`src/rtl/comms_pkg.sv`:
```
// Shared definitions for the UART transmit path: FSM state encoding and line levels.
package comms_pkg;

  typedef enum logic {IDLE, SEND} state_t;

  localparam logic LINE_IDLE = 1'b1;
  localparam logic START_BIT = 1'b0;
  localparam logic STOP_BIT  = 1'b1;

  localparam int DEFAULT_CLK_BAUD_RATIO = 25;

endpackage

```
`src/rtl/send_tx.sv`:
```
// Single-frame UART serialiser: start bit, DATA_SIZE bits LSB first, stop bit.
// Accepts a new trigger in the last cycle of its stop bit so frames can chain with no gap.
module tx
  import comms_pkg::*;
#(
  parameter int CLK_BAUD_RATIO = DEFAULT_CLK_BAUD_RATIO,
  parameter int DATA_SIZE      = 8
) (
  input  logic                 clk_in,
  input  logic                 rst_in,
  input  logic                 trigger_in,
  input  logic [DATA_SIZE-1:0] data_in,
  output logic                 tx_out,
  output logic                 busy_out,
  output logic                 done_out
);

  localparam int BAUD_W = $clog2(CLK_BAUD_RATIO);
  localparam int IDX_W  = $clog2(DATA_SIZE + 2);
  localparam logic [BAUD_W-1:0] BAUD_LAST = BAUD_W'(CLK_BAUD_RATIO - 1);
  localparam logic [IDX_W-1:0]  DATA_LAST = IDX_W'(DATA_SIZE);
  localparam logic [IDX_W-1:0]  STOP_IDX  = IDX_W'(DATA_SIZE + 1);

  state_t                 state;
  logic [BAUD_W-1:0]      baud_cnt;
  logic [IDX_W-1:0]       bit_idx;
  logic [DATA_SIZE-1:0]   shreg;

  // Bit index 0 is the start bit, 1..DATA_SIZE the data, DATA_SIZE+1 the stop bit.
  assign busy_out = (state == SEND);
  assign done_out = (state == SEND) && (baud_cnt == BAUD_LAST) && (bit_idx == STOP_IDX);

  // NOTE: sequential state uses non-blocking assignments so every register updates from pre-edge values.
  always_ff @(posedge clk_in or posedge rst_in) begin
    if (rst_in) begin
      state    <= IDLE;
      tx_out   <= LINE_IDLE;
      baud_cnt <= '0;
      bit_idx  <= '0;
      shreg    <= '0;
    end else begin
      case (state)
        IDLE: begin
          if (trigger_in) begin
            shreg    <= data_in;
            tx_out   <= START_BIT;
            baud_cnt <= '0;
            bit_idx  <= '0;
            state    <= SEND;
          end
        end
        SEND: begin
          if (baud_cnt != BAUD_LAST) begin
            baud_cnt <= baud_cnt + 1'b1;
          end else begin
            baud_cnt <= '0;
            if (bit_idx == STOP_IDX) begin
              if (trigger_in) begin
                shreg   <= data_in;
                tx_out  <= START_BIT;
                bit_idx <= '0;
              end else begin
                tx_out <= LINE_IDLE;
                state  <= IDLE;
              end
            end else begin
              bit_idx <= bit_idx + 1'b1;
              if (bit_idx < DATA_LAST) begin
                tx_out <= shreg[0];
                shreg  <= shreg >> 1;
              end else begin
                tx_out <= STOP_BIT;
              end
            end
          end
        end
        default: state <= IDLE;
      endcase
    end
  end

endmodule

```
`src/rtl/send.sv`:
```
// Multi-frame UART transmitter: latches a word and sends it as FRAMES back-to-back
// frames, least-significant frame first, reusing one tx serialiser.
module send
  import comms_pkg::*;
#(
  parameter int CLK_BAUD_RATIO = DEFAULT_CLK_BAUD_RATIO,
  parameter int FRAME_SIZE     = 8,
  parameter int FRAMES         = 2
) (
  input  logic                         clk_in,
  input  logic                         rst_in,
  input  logic                         send_in,
  input  logic [FRAME_SIZE*FRAMES-1:0] data_in,
  output logic                         tx_out,
  output logic                         busy_out,
  output logic                         done_out
);

  localparam int DATA_SIZE = FRAME_SIZE * FRAMES;
  localparam int FRAME_W   = $clog2(FRAMES + 1);
  localparam logic [FRAME_W-1:0] FRAME_LAST = FRAME_W'(FRAMES - 1);

  state_t                  state;
  logic [FRAME_W-1:0]      frame_idx;
  logic [DATA_SIZE-1:0]    word;
  logic                    tx_trigger;
  logic [FRAME_SIZE-1:0]   tx_data;
  logic                    tx_busy;
  logic                    tx_done;

  // First frame comes straight from data_in on the accept edge; later frames from
  // the word register, which is pre-shifted so the next frame always sits at the bottom.
  // NOTE: every always_comb output gets a default first so no path can infer a latch.
  always_comb begin
    tx_trigger = 1'b0;
    tx_data    = word[FRAME_SIZE-1:0];
    if (state == IDLE) begin
      tx_trigger = send_in;
      tx_data    = data_in[FRAME_SIZE-1:0];
    end else begin
      tx_trigger = tx_done && (frame_idx != FRAME_LAST);
    end
  end

  tx #(
    .CLK_BAUD_RATIO(CLK_BAUD_RATIO),
    .DATA_SIZE     (FRAME_SIZE)
  ) u_tx (
    .clk_in    (clk_in),
    .rst_in    (rst_in),
    .trigger_in(tx_trigger),
    .data_in   (tx_data),
    .tx_out    (tx_out),
    .busy_out  (tx_busy),
    .done_out  (tx_done)
  );

  always_ff @(posedge clk_in or posedge rst_in) begin
    if (rst_in) begin
      state     <= IDLE;
      busy_out  <= 1'b0;
      done_out  <= 1'b0;
      frame_idx <= '0;
      word      <= '0;
    end else begin
      done_out <= 1'b0;
      case (state)
        IDLE: begin
          if (send_in) begin
            word      <= data_in >> FRAME_SIZE;
            frame_idx <= '0;
            busy_out  <= 1'b1;
            state     <= SEND;
          end
        end
        SEND: begin
          if (tx_busy && tx_done) begin
            if (frame_idx == FRAME_LAST) begin
              busy_out <= 1'b0;
              done_out <= 1'b1;
              state    <= IDLE;
            end else begin
              frame_idx <= frame_idx + 1'b1;
              word      <= word >> FRAME_SIZE;
            end
          end
        end
        default: state <= IDLE;
      endcase
    end
  end

endmodule

```
`config.mk`:
```
export PLATFORM = sky130hd
export DESIGN_NAME = send
export DESIGN_NICKNAME = d
export VERILOG_FILES = /design/src/rtl/comms_pkg.sv /design/src/rtl/send_tx.sv /design/src/rtl/send.sv
export SDC_FILE = /design/constraint.sdc
export NUM_CORES = 1
export LEC_CHECK = 0
export CAP_MARGIN = 20
export CORE_AREA = 2 2 58 60
export DETAILED_ROUTE_END_ITERATION = 6
export DIE_AREA = 0 0 60 62
export GPL_ROUTABILITY_DRIVEN = 0
export PLACE_DENSITY = 0.77
export SETUP_SLACK_MARGIN = 0.15
export SLEW_MARGIN = 20
export SYNTH_ARGS = -nofsm -noshare
export SYNTH_HDL_FRONTEND = slang
export SYNTH_SLANG_ARGS = --single-unit
```
`constraint.sdc`:
```
create_clock -name clk_in -period 2.2 [get_ports clk_in]
set_input_delay 0.22 -clock clk_in [delete_from_list [all_inputs] [get_ports clk_in]]
set_output_delay 0.22 -clock clk_in [all_outputs]
set_load 0.005 [all_outputs]
```
Word-level counts from Yosys, hierarchy flattened
Cells that the tools add are included.
Operators by class
  $add $sub $neg: 3
  order comparisons: 1
  equality and inequality tests: 12
  muxes and demuxes: 43
  bitwise gates (word level): 2
  reduce and logical (&&, ||, !) cells: 8
Operator list (number)
  2-to-1 mux 16 bit: 3
  2-to-1 mux 8 bit: 5
  case mux 16 bit (2 select lines): 1
  2-to-1 mux 1 bit: 18
  case mux 8 bit (2 select lines): 1
  2-to-1 mux 4 bit: 3
  2-to-1 mux 5 bit: 2
  case mux 5 bit (2 select lines): 1
  != test 2 bit (second input constant): 4
  case mux 1 bit (2 select lines): 4
  case mux 4 bit (2 select lines): 1
  2-to-1 mux 2 bit: 3
  != test 2 x 1 -> 1 bit (second input constant): 3
  AND reduction 3 bit: 2
  adder 5 x 1 -> 5 bit (second input constant): 1
  equality test 5 bit (second input constant): 1
  != test 5 bit (second input constant): 1
  adder 4 x 1 -> 4 bit (second input constant): 1
  equality test 4 bit (second input constant): 1
  logical AND 1 bit: 4
  < comparator 4 bit (second input constant): 1
  case mux 2 bit (2 select lines): 1
  AND reduction 2 bit: 2
  != test 3 bit (second input constant): 1
  3 further kinds: 4
Storage, ports and cells
  register bits after elaboration: 40
  input port bits: 19

Longest topological paths before layout
  word-level depth: 9
  mapped depth: 8
  depth with buffers taken out: 6

By module
Synthesis repeated with hierarchy kept, for this count alone.
Unflattened totals
  cell total of the unflattened synthesis: 151
  area, all modules: 1697.9 µm²
By module, submodules not included
  tx: instances 1, cells an instance 98, area an instance 1038.5 µm², seq. area each 476.7 µm²
  send: instances 1, cells an instance 53, area an instance 659.4 µm², seq. area each 325.3 µm²

Worst setup path after synthesis
No wires, ideal clock.
  path kind: register to register
  from: reg u_tx.baud_cnt[0]
  to: reg u_tx.shreg[7]
  library setup time: 0.121 ns
  arrival time: 1.653 ns
  data required time: 2.079 ns
  slack: 0.426 ns
  stages on the path, launching flop included: 8
  path buffers: 1
  clock period less this slack: 1.774 ns
  cells stage by stage: dfrtp_1 inv_1 ha_1 and4b_1 buf_6 o21ai_2 a221o_1 a22o_2
On the way
  cells in the longest elaborated chain, start to end: 9
  elaborated cells between the ends (all ways): 12
Ends and longest elaborated chain
  from (decl): RTL line send_tx.sv:25  | logic [BAUD_W-1:0] baud_cnt;
  from (signal assigned): RTL line send_tx.sv:54  | baud_cnt <= baud_cnt + 1'b1;
  equality test 5 bit: RTL line send_tx.sv:31  | assign done_out = (state == SEND) && (baud_cnt == BAUD_LAST) && (bit_idx == STOP_IDX);
  logical AND 1 bit (2 in series): RTL line send_tx.sv:31
  logical AND 1 bit: RTL line send.sv:41  | tx_trigger = tx_done && (frame_idx != FRAME_LAST);
  2-to-1 mux 1 bit: RTL line send.sv:37  | if (state == IDLE) begin
  2-to-1 mux 8 bit (3 in series)
  case mux 8 bit (2 select lines)
  to (signal assigned): RTL line send_tx.sv:45  | shreg <= data_in;
  to (signal assigned): RTL line send_tx.sv:59  | shreg <= data_in;
  to (signal assigned): RTL line send_tx.sv:70  | shreg <= shreg >> 1;
  to (decl): RTL line send_tx.sv:27  | logic [DATA_SIZE-1:0] shreg;
Several ways; a longest one is shown, not always the timed one. The select of a mux whose other input is x is not followed.
A chain may end at the register's enable or synchronous reset.

Final worst setup path
  from: reg u_tx.baud_cnt[0]
  to: reg u_tx.shreg[5]
The elaborated chain is that of the path after synthesis.

==> impl_metrics.json <==
{
  "fp.coreArea_um2": 3180,
  "grt_pass1_wl_um": 5780,
  "fmax_mhz": 514,
  "routed.top_layer": "met4",
  "vias_per_cell": 5.45,
  "netlist-cell-type-count": 39,
  "finalClockSkew_ns": 0.0122,
  "reg2reg_depth": 6,
  "multi_input_area_um2": 728,
  "hold_viol": 0,
  "clock_path_buffers": 2,
  "cp_slowest_cell": "a221o_2",
  "die_h_um": 62,
  "firstDrtPassIters": 5,
  "ys_seq_area_frac": 0.493,
  "slew_headroom": 0.596,
  "root_buffer": "clkbuf_4",
  "layout-drive-gt1-share": 0.130,
  "mostFrequentLayoutCell": "dfrtp_1",
  "final_nets": 208,
  "r2r-start": "u_tx.baud_cnt[0]",
  "peakVddDrop_uv": 484,
  "cpLargestDelayFamily": "compound AO/OA/AOI/OAI gates",
  "area_growth_pct": 20.8,
  "rows": 21,
  "cts_buffers": 5,
  "end_kind": "flip-flop",
  "hp-class": "in2async",
  "drtAntennaViolNets": 0,
  "setup_violations": 0,
  "finalCritPeriodShare": 0.884,
  "crit_type": "reg2reg",
  "setup_tns_ns": 0,
  "synth_top_area_cell": "dfrtp_1",
  "p_leak_nw": 0.959,
  "ys_seq_elements": 32,
  "post-route-min-period_ns": 1.95,
  "initialDrtViolationCount": 80,
  "clk_latency_ns": 0.35,
  "grt_pass1_vias": 1219,
  "crit_arrival_ns": 2.19,
  "io_pins": 22,
  "synthDominantCellAreaShare": 0.477,
  "vias": 1260,
  "overflow": 0,
  "clock-sinks": 32,
  "grt_start_max_net_pins": 33,
  "die-width_um": 60,
  "dpl.hpwl_um": 2400,
  "regArea_um2": 802,
  "max_cap_violations": 0,
  "finalMaxSlewViolations": 0,
  "m1WireLength_um": 1510,
  "clk_pin_slew_ns": 0.11,
  "yosys_warnings": 0,
  "antenna_found_initial": 0,
  "final_cell_mix": "dfrtp_1, clkdlybuf4s50_1, nor2_1, nand2_1, inv_1",
  "max_stage_delay_ns": 0.46,
  "fillers": 288,
  "power.density_nw_per_um2": 606,
  "io_buffers": 21,
  "synth.avg_cell_area_um2": 10.4,
  "grt_util_all_layers": 0.214,
  "rrSetupSlack_ns": 0.25,
  "timing.hold.ws_ns": 0.247,
  "diodes": 0,
  "critPathLaunchType": "flip-flop",
  "drc": 0,
  "synth_fp_nets": 181,
  "rsz0062_at_grt": "yes",
  "die_area_um2": 3720,
  "cts_tree": "built",
  "wl_per_cell_um": 14.4,
  "crit_chain": "inv_1, ha_1, and4b_2, o21ai_2, a221o_2, a221oi_1",
  "met3_length_um": 204,
  "wl_met2_um": 1550,
  "initial_utilization": 0.512,
  "netlist_area_um2": 1630,
  "critPathMaxFanout": 8,
  "cts_setup_buffers": 0,
  "synthTopCellsByArea": "dfrtp_1, mux2i_1, a22o_1",
  "critPathBufInv": 1,
  "synth_cells": 157,
  "crit_required_ns": 2.44,
  "worstMarginPinSlew_ns": 0.606,
  "htreeDepth": 2,
  "status": "completed",
  "wl_um": 3330,
  "rr_endpoint": "u_tx.shreg[5]"
}
[state kept, by name (all words and copies together) (netlist names)]
| name | cells |
|---|---|
| word | 8 |
| u_tx.tx_out | 1 |
| u_tx.busy_out | 1 |
| frame_idx | 2 |
| u_tx.shreg | 8 |
| busy_out | 1 |
| u_tx.baud_cnt | 5 |
| u_tx.bit_idx | 4 |
| state | 1 |
| done_out | 1 |
[worst register-to-register path: cells and delay by family, from the launching register on]
family                   cells  cell delay, ns
AO/OA/AOI/OAI                3            0.89
adder cells (fa/ha/maj)      1            0.15
buffers and inverters        1            0.07
flip-flops                   1            0.43
AND/OR/NAND/NOR              1            0.31
[power breakdown]
part	leakage [nW]	total (mW)	internal [mW]	switching (mW)
sequential	0.357	0.636	0.618	0.0180
combinational	0.560	0.104	0.0632	0.0409
clock	0.0412	0.451	0.237	0.214
total	0.959	1.19	0.918	0.273
[cells by family after synthesis]
logic type | after synthesis | share of synthesized area
compound gates | 38 | 0.175
xor+xnor | 1 | 0.00539
fa+ha+maj | 5 | 0.0385
buf+inv | 19 | 0.0608
flops | 32 | 0.493
mux | 11 | 0.0692
simple gates | 51 | 0.158
[layout make-up]
type                            instances  share of cell area
Clock buffer                            5              0.0191
Sequential cell                        32               0.408
Tap cell                               46              0.0293
Timing Repair Buffer                   26               0.126
Clock inverter                          3              0.0217
Multi-Input combinational cell        106               0.371
Inverter                               13              0.0248
[synth_stat cells]
master / n
nor3_1: 1
nand2_1: 14
o22ai_1: 4
dfrtp_1: 31
nand2b_1: 1
and2b_2: 3
and4b_1: 1
o31ai_1: 1
ha_1: 5
clkbuf_8: 1
nand4_1: 3
dfstp_2: 1
buf_6: 1
nand3b_1: 2
a21o_1: 1
nand3_1: 5
a22o_2: 1
mux2_2: 2
buf_2: 1
mux2i_1: 9
o21ai_2: 1
nand4b_1: 1
dlymetal6s2s_1: 1
or2_2: 1
inv_1: 13
a221oi_1: 7
o21ai_0: 8
a21oi_1: 2
a31oi_1: 1
xor2_1: 1
a41oi_1: 1
nor2b_1: 1
and3b_1: 1
nor2_1: 16
clkbuf_1: 2
nor3b_1: 1
a22o_1: 8
a221o_1: 1
a32o_1: 2
[worst max path at each step]
stage	start	end	depth (start not counted)
5_1_grt	u_tx.baud_cnt[1]	u_tx.shreg[1]	6
3_3_place_gp	send_in	u_tx.shreg[5]	5
3_5_place_dp	send_in	u_tx.shreg[5]	5
2_1_floorplan	u_tx.baud_cnt[0]	u_tx.shreg[7]	7
6_report	u_tx.baud_cnt[0]	u_tx.shreg[5]	6
4_1_cts	u_tx.baud_cnt[0]	u_tx.shreg[5]	6
[per-layer routing]
metal | vias up | global-route usage
met1 | 601 | 0.302
li1 | 618 | -
met4 | 0 | 0.0889
met2 | 35 | 0.309
met5 | - | 0
met3 | 6 | 0.0642
[through the flow]
step / cells / total power [mW] / worst slack (ns) / instance area [µm²] / util
floorplan: 157 / 0.696 / 0.426 / 1630 / -
global placement: 223 / 0.748 / 0.244 / 1880 / 0.592
detailed placement: 223 / 0.753 / 0.104 / 1880 / 0.592
CTS: 231 / 1.21 / 0.176 / 1960 / 0.617
global route: 231 / 1.24 / 0.148 / 1960 / 0.618
finish: 231 / 1.19 / 0.254 / 1960 / 0.618
[timing repair]
item | in CTS | in global routing
setup endpoints to repair | 0 | 7
resized for setup | 0 | 2
hold buffers | 0 | 0
(Power assumes the default switching activity.)
